$ cat src/rtl/pipe_seg_skid_pkg.sv
// ============================================================================
// pipe_seg_pkg : shared types and widths for the pipeline segment register
// Rev 1.0 : initial release
// ============================================================================
`default_nettype none

package pipe_seg_pkg;

  typedef enum logic [1:0] {
    EMPTY = 2'd0,
    ONE   = 2'd1,
    FULL  = 2'd2
  } seg_state_e;

  localparam int PERF_W = 32;

  // Per-boundary payload widths (pc + inst + ctrl packing)
  localparam int ID_EX_DW = 32 + 32 + 24;
  localparam int EX_EC_DW = 32 + 32 + 16;
  localparam int EC_WB_DW = 32 + 32 + 8;

endpackage

`default_nettype wire

$ cat src/rtl/pipe_seg_skid_if.sv
// ============================================================================
// pipe_seg_skid_if : valid/ready handshake bundle across one segment boundary
// Rev 1.0 : initial release
// ============================================================================
`default_nettype none

interface pipe_seg_skid_if #(
  parameter int DW = 32
);
  logic          in_valid;
  logic          in_ready;
  logic [DW-1:0] in_data;
  logic          out_valid;
  logic          out_ready;
  logic [DW-1:0] out_data;

  // slave: the segment itself; master: the surrounding stages
  modport slave (
    input  in_valid, in_data, out_ready,
    output in_ready, out_valid, out_data
  );

  modport master (
    output in_valid, in_data, out_ready,
    input  in_ready, out_valid, out_data
  );
endinterface

`default_nettype wire

$ cat src/rtl/pipe_seg_skid_perf.sv
// ============================================================================
// pipe_seg_perf : saturating backpressure / bubble cycle counters
// Rev 1.0 : initial release
// ============================================================================
`default_nettype none

module pipe_seg_perf
  import pipe_seg_pkg::*;
(
  input  wire logic              clk,
  input  wire logic              resetn,
  input  wire logic              i_full_evt,
  input  wire logic              i_bubble_evt,
  output logic      [PERF_W-1:0] o_full_cyc,
  output logic      [PERF_W-1:0] o_bubble_cyc
);

  logic [PERF_W-1:0] r_full_cyc;
  logic [PERF_W-1:0] r_bubble_cyc;

  always_ff @(posedge clk or negedge resetn) begin
    if (!resetn) begin
      r_full_cyc   <= '0;
      r_bubble_cyc <= '0;
    end else begin
      if (i_full_evt && (r_full_cyc != {PERF_W{1'b1}}))
        r_full_cyc <= r_full_cyc + 1'b1;
      if (i_bubble_evt && (r_bubble_cyc != {PERF_W{1'b1}}))
        r_bubble_cyc <= r_bubble_cyc + 1'b1;
    end
  end

  assign o_full_cyc   = r_full_cyc;
  assign o_bubble_cyc = r_bubble_cyc;

endmodule

`default_nettype wire

$ cat src/rtl/pipe_seg_skid.sv
// ============================================================================
// pipe_seg_skid : parametrised pipeline segment register with optional skid
// Optional feature macro: SEG_PERF_EN (adds perf counters)
// Rev 1.0 : initial release
// ============================================================================
`default_nettype none

module pipe_seg_skid
  import pipe_seg_pkg::*;
#(
  parameter int DW   = 32,
  parameter bit SKID = 1'b1
) (
  input  wire logic        clk,
  input  wire logic        resetn,
  input  wire logic        i_stall,
  input  wire logic        i_refresh,
  pipe_seg_skid_if.slave   bus,
  output logic      [1:0]  o_occupancy
`ifdef SEG_PERF_EN
  ,
  output logic [PERF_W-1:0] o_perf_full_cyc,
  output logic [PERF_W-1:0] o_perf_bubble_cyc
`endif
);

  seg_state_e    r_state;
  seg_state_e    w_state_nxt;
  logic [DW-1:0] r_main;
  logic [DW-1:0] r_skid;
  logic [DW-1:0] w_main_nxt;
  logic [DW-1:0] w_skid_nxt;
  logic          r_live;
  logic          w_go;
  logic          w_in_ready;
  logic          w_out_valid;
  logic          w_in_fire;
  logic          w_out_fire;

  // r_live holds in_ready low until the first edge after reset release
  always_ff @(posedge clk or negedge resetn) begin
    if (!resetn) begin
      r_state <= EMPTY;
      r_main  <= '0;
      r_skid  <= '0;
      r_live  <= 1'b0;
    end else begin
      r_state <= w_state_nxt;
      r_main  <= w_main_nxt;
      r_skid  <= w_skid_nxt;
      r_live  <= 1'b1;
    end
  end

  always_comb begin
    w_state_nxt = r_state;
    w_main_nxt  = r_main;
    w_skid_nxt  = r_skid;
    w_in_ready  = 1'b0;
    w_out_valid = 1'b0;
    w_go        = !i_stall && !i_refresh;

    case (r_state)
      EMPTY: w_in_ready = w_go && r_live;
      ONE: begin
        w_out_valid = w_go;
        w_in_ready  = w_go && (SKID ? 1'b1 : bus.out_ready);
      end
      FULL:    w_out_valid = w_go;
      default: ;
    endcase

    w_in_fire  = bus.in_valid && w_in_ready;
    w_out_fire = w_out_valid && bus.out_ready;

    case (r_state)
      EMPTY: begin
        if (w_in_fire) begin
          w_state_nxt = ONE;
          w_main_nxt  = bus.in_data;
        end
      end
      ONE: begin
        if (w_in_fire && w_out_fire) begin
          w_main_nxt = bus.in_data;
        end else if (w_in_fire && SKID) begin
          w_state_nxt = FULL;
          w_skid_nxt  = bus.in_data;
        end else if (w_out_fire) begin
          w_state_nxt = EMPTY;
        end
      end
      FULL: begin
        if (w_out_fire) begin
          w_state_nxt = ONE;
          w_main_nxt  = r_skid;
        end
      end
      default: w_state_nxt = EMPTY;
    endcase

    if (i_refresh) begin
      w_state_nxt = EMPTY;
      w_main_nxt  = '0;
      w_skid_nxt  = '0;
    end
  end

  assign bus.in_ready  = w_in_ready;
  assign bus.out_valid = w_out_valid;
  assign bus.out_data  = r_main;
  assign o_occupancy   = r_state;

`ifdef SEG_PERF_EN
  pipe_seg_perf u_perf (
    .clk          (clk),
    .resetn       (resetn),
    .i_full_evt   (w_out_valid && !bus.out_ready && !i_stall),
    .i_bubble_evt (!w_out_valid && bus.out_ready && !i_stall),
    .o_full_cyc   (o_perf_full_cyc),
    .o_bubble_cyc (o_perf_bubble_cyc)
  );
`endif

endmodule

`default_nettype wire

$ cat src/flat_wrapper.sv
// flat-port wrapper written by rule: the top's interface ports become plain ports
module pipe_seg_skid_flat import pipe_seg_pkg::*;
#(
  parameter int DW   = 32,
  parameter bit SKID = 1'b1
)
  (clk, resetn, i_stall, i_refresh, o_occupancy, bus_in_valid, bus_in_data, bus_out_ready, bus_in_ready, bus_out_valid, bus_out_data);
  pipe_seg_skid_if #(.DW(DW)) bus_i ();
  input  wire logic clk;
  input  wire logic resetn;
  input  wire logic i_stall;
  input  wire logic i_refresh;
  output logic      [1:0] o_occupancy;
  input wire logic [$bits(bus_i.in_valid)-1:0] bus_in_valid;
  input wire logic [$bits(bus_i.in_data)-1:0] bus_in_data;
  input wire logic [$bits(bus_i.out_ready)-1:0] bus_out_ready;
  output wire logic [$bits(bus_i.in_ready)-1:0] bus_in_ready;
  output wire logic [$bits(bus_i.out_valid)-1:0] bus_out_valid;
  output wire logic [$bits(bus_i.out_data)-1:0] bus_out_data;
  assign bus_i.in_valid = bus_in_valid;
  assign bus_i.in_data = bus_in_data;
  assign bus_i.out_ready = bus_out_ready;
  assign bus_in_ready = bus_i.in_ready;
  assign bus_out_valid = bus_i.out_valid;
  assign bus_out_data = bus_i.out_data;
  pipe_seg_skid #(.DW(DW), .SKID(SKID)) u_core (.clk(clk), .resetn(resetn), .i_stall(i_stall), .i_refresh(i_refresh), .bus(bus_i), .o_occupancy(o_occupancy));
endmodule
$ cat config.mk
export PLATFORM = sky130hd
export DESIGN_NAME = pipe_seg_skid_flat
export DESIGN_NICKNAME = d
export VERILOG_FILES = /design/src/rtl/pipe_seg_skid_pkg.sv /design/src/rtl/pipe_seg_skid_if.sv /design/src/rtl/pipe_seg_skid_perf.sv /design/src/rtl/pipe_seg_skid.sv /design/src/flat_wrapper.sv
export SDC_FILE = /design/constraint.sdc
export NUM_CORES = 1
export LEC_CHECK = 0
export CORE_ASPECT_RATIO = 1.5
export CORE_UTILIZATION = 38
export DETAILED_ROUTE_END_ITERATION = 7
export PLACE_DENSITY = 0.65
export REMOVE_ABC_BUFFERS = 1
export SLEW_MARGIN = 20
export SYNTH_ARGS = -nofsm -noshare
export SYNTH_HDL_FRONTEND = slang
export SYNTH_SLANG_ARGS = --single-unit
$ cat constraint.sdc
create_clock -name clk -period 2.5 [get_ports clk]
set_input_delay 0.75 -clock clk [delete_from_list [all_inputs] [get_ports clk]]
set_output_delay 0.75 -clock clk [all_outputs]
set_load 0.01 [all_outputs]
# --- Word level (Yosys, flattened, before mapping) ---
# Cells that the tools add are included.
word_totals:
  reg_bits: 67
  in_bits: 38
  wordCells: 44
op_classes:
  n_eq_ne: 8
  n_mux: 17
  reduce_logical: 15
op_table:
  columns: ["cell", "count"]
  rows:
  - ["two-way mux 32 bit", 7]
  - ["case mux 32 bit (3 select lines)", 1]
  - ["two-way mux 2 bit", 6]
  - ["inequality test 3 x 2 -> 1 bit, second input constant", 3]
  - ["AND reduction 4 bit", 2]
  - ["case mux 2 bit (3 select lines)", 1]
  - ["logical AND 1 bit", 5]
  - ["inequality test 4 x 2 -> 1 bit, second input constant", 1]
  - ["nonzero test 2 bit", 2]
  - ["nonzero test 4 bit", 1]
  - ["inequality test 3 bit, second input constant", 1]
  - ["AND reduction 3 bit", 1]
  - ["equality test 2 x 1 -> 1 bit, second input constant", 1]
  - ["equality test 2 bit, second input constant", 1]
  - ["zero test 1 bit", 2]
  - ["zero test 2 bit", 1]
  - ["inequality test 2 bit, second input constant", 1]
  - ["case mux 1 bit (2 select lines)", 1]
  - ["OR reduction 2 bit", 1]
  - ["two-way mux 1 bit", 1]

# --- Depth between registers and ports, before layout ---
depth:
  depth_word: 9
  mapped_depth: 8
  ltp_nobuf: 6

# --- Worst setup path after synthesis ---
# OpenSTA, ideal clock, no wires.
synth_path:
  path_type: "input to output"
  startpoint: "in i_refresh"
  endpoint: "out bus_in_ready"
  t_arrival_ns: 1.376
  t_required_ns: 1.750
  slack_ns: 0.374
  stages: 3
  cell_sequence: "buf_6 > clkbuf_1 > nor3_1"
synth_via:
  elab_chain_cells: 4
synth_rtl:
  columns: ["element", "line_no", "source"]
  rows:
  - ["start: declaration", "flat_wrapper.sv:12", "input wire logic i_refresh;"]
  - ["zero test 1 bit (*)", "pipe_seg_skid.sv:61", "w_go = !i_stall && !i_refresh;"]
  - ["logical AND 1 bit (*)", "pipe_seg_skid.sv:61", null]
  - ["logical AND 1 bit", "pipe_seg_skid.sv:64", "EMPTY: w_in_ready = w_go && r_live;"]
  - ["case mux 1 bit (2 select lines) (*)", "pipe_seg_skid.sv:63", "case (r_state)"]
  - ["end: declaration", "flat_wrapper.sv:17", "output wire logic [$bits(bus_i.in_ready)-1:0] bus_in_ready;"]
# Every way passes the cells marked *; elsewhere a longest branch is shown, timed or not.

# --- Final worst setup path ---
layout_path:
  startpoint: "reg u_core.r_state[0] (netlist: u_core.o_occupancy[0])"
  endpoint: "out bus_in_ready"
layout_via:
  elab_chain_cells: 2
layout_rtl:
  columns: ["element", "line_no", "source"]
  rows:
  - ["start: declaration", "pipe_seg_skid.sv:27", "seg_state_e r_state;"]
  - ["start signal: assignment", "pipe_seg_skid.sv:48", "r_state <= w_state_nxt;"]
  - ["equality test 2 x 1 -> 1 bit / zero test 2 bit (equally long branches)", "pipe_seg_skid.sv:63", null]
  - ["case mux 1 bit (2 select lines) (*)", "pipe_seg_skid.sv:63", null]
# Marked as above.

==> impl_metrics.ini <==
[setup_path]
crit_arrival_ps = 1630
setup.worst_path.class = flop to primary output
path_max_fanout = 5
end_kind = primary output
required_ps = 1750
start_kind = flop

[global_routing]
grt_max_degree = 68
first_global_vias = 2362
antenna_found_initial = 0
overflow = 0
grt_usage_pct = 17.7
grt_first_pass_wirelength_mm = 11.5

[sta]
slew_viol_final = 0
skew_ps = 5.75
max_slew_margin_pct = 49.9
rsz0062_at_grt = false
worst_pin_slew_ps = 750
hold_viol = 0
finalCritPeriodShare_pct = 95.2
setup_viol = 0
fin_crit_ps = 2380
max_clock_freq_ghz = 0.420

[placement]
hpwl_mm = 4.84
routabilityCongestion = 0.716
io_buffers = 73
place_inst = 452
dpl_cell_area_um2 = 4090

[pwr]
pwr_density_cell_nw_per_um2 = 732
ir_drop_uv = 486
p_total_mw = 3.22
p_leak_nw = 1.90

[die]
die_h_um = 113
io_pins = 74
dieArea_um2 = 8650
core_um2 = 8010
initial_utilization_pct = 39.3
rows = 40
die_w_um = 76.3

[clock_tree]
postCtsHoldBufs = 0
cts_tree = done
ctsHtreeMaxLevel = 3
clk_latency_ps = 330
path_clk_slew_ps = 50
clkSinkCount = 67
clock-root-buffer = clkbuf_16
cts_buffers = 9
post_cts.repair.setup_buffers = 0
cts.path.max_buffers = 2

[route]
drtPass1Iterations = 4
wire_per_inst_um = 15.1
drc = 0
via_count = 2318
via_per_inst = 4.96
wl_mm = 7.05
drtIter0Drc = 109
ant_nets = 0

[synthesis]
avgSynthCellArea_um2 = 11.4
yosysSeqAreaShare_pct = 53.3
synth-edff-count = 0
synth_area_leaders = dfrtp_1 53%, mux2_2 11%, mux2i_1 11%
netlist.area_leader.share_pct = 53.3
syn_inst = 276
async_reset_ff_share_pct = 100
ys_types = 29
synth_warnings = 0
ys_seq_elements = 67
synth_ff_type = dfrtp_1
syn_area_um2 = 3150
synth_top_area_cell = dfrtp_1

[finish]
area_delta_synth_final_pct = 39.9
drive_above_1_share_pct = 19.3
diodes = 0
register_area_um2 = 1680
multi_input_area_um2 = 1380
nNetsFinal = 400
instances_no_fill = 467
nFillCells = 730
design_area_um2 = 4400

[status]
status = completed

[job]
maxCapViolCount = 0

[worst_hold_path]
hold_class = input port to async pin
cells by family (layout without fill, tap and decap cells):
family	Yosys count	in the layout	synth area share (%)
AOI/OAI and AO/OA	37	37	8.47
other	1	1	0.119
xor gates and xnor gates	1	1	0.278
buffers and inverters	22	108	3.14
DFF	67	67	53.3
adders and majority gates	4	4	1.59
and+or+nand+nor	78	78	10.8
muxes	66	66	22.3
final timing paths:
check | start | end | slack (ps) | cells after the start
max in group asynchronous | resetn | u_core.o_occupancy[0] | 1750 | 2
worst max register to register | u_core.o_occupancy[0] | u_core.o_occupancy[0] | 400 | 6
worst max-delay path | u_core.o_occupancy[0] | bus_in_ready | 120 | 5
worst min-delay path | resetn | u_core.bus.out_data[20] | 420 | 2
min in group clk | u_core.r_skid[29] | u_core.r_skid[29] | 490 | 1
worst min register to register | u_core.r_skid[29] | u_core.r_skid[29] | 490 | 1
Yosys cell counts (all sizes together), types with 2 or more instances:
cell     n
buf      8
nand2   28
nor2    39
clkbuf  12
a22o    19
nor3     2
mux2i   33
o21ai    2
a21oi   14
nand2b   2
dfrtp   67
inv      2
ha       4
mux2    33
critical path, stage by stage, from the launching register on:
cell           delay (ps)
dfrtp_2               410
inv_1                  90
ha_1                  240
a21oi_1               220
nor3_1                 60
dlygate4sd2_1         280
registers in the layout (all words and copies together) (netlist names):
name / flops
u_core.r_live: 1
u_core.r_skid: 32
u_core.o_occupancy: 2
u_core.bus.out_data: 32
repair_timing:
item | CTS | global route
gates cloned | 0 | 0
setup endpoints to repair | 2 | 2
gates resized for setup | 2 | 2
where the power goes:
part	internal (mW)	leakage, nW	total, mW	switching (mW)
clock	0.895	0.150	1.33	0.432
sequential	1.18	0.896	1.24	0.0559
combinational	0.364	0.851	0.659	0.295
total	2.44	1.90	3.22	0.783
stage by stage:
stage / hold WS (ps) / setup slack, ps / TNS [ps] / utilization, %
2_1_floorplan: 454 / -507 / -16330 / -
6_report: 418 / 119 / 0 / 55.0
5_1_grt: 470 / 4.14 / 0 / 55.0
3_5_place_dp: 481 / -232 / -8330 / 51.1
3_3_place_gp: 482 / -216 / -7550 / 51.1
4_1_cts: 451 / 15.2 / 0 / 54.9
per-layer routing:
metal | vias to the layer above | global-route usage, % | part of all wire [%] | routed length [um]
li1 | 1123 | - | - | -
met1 | 1139 | 19.0 | 40 | 2830
met2 | 43 | 31.7 | 54 | 3800
met3 | 13 | 4.00 | 3.2 | 224
met4 | 0 | 10.1 | 2.7 | 193
met5 | - | 0 | 0 | 0
cell usage in the layout (no fill, tap or decap), types with 2 or more instances in the layout:
master,n
inv_1,2
nor3_1,2
ha_1,3
dfrtp_1,66
a22o_1,19
clkbuf_16,9
bufinv_16,2
nand2_1,28
mux2_2,32
mux2i_1,33
clkdlybuf4s50_1,68
clkbuf_1,3
nand2b_1,2
dlygate4sd2_1,2
a21oi_1,14
buf_4,15
nor2_1,38
buf_12,3
buf_2,2
layout make-up:
cell class              instances  share of cell area (%)
flip-flops and latches         67                    38.1
multi-input cells             187                    31.4
repair buffers                 91                    20.3
clock buffers                  13                    5.69
well taps                     105                    2.99
clock inverters                 2                    1.36
inverters                       2                   0.171
Note: power is estimated with default switching activity, not from simulation.
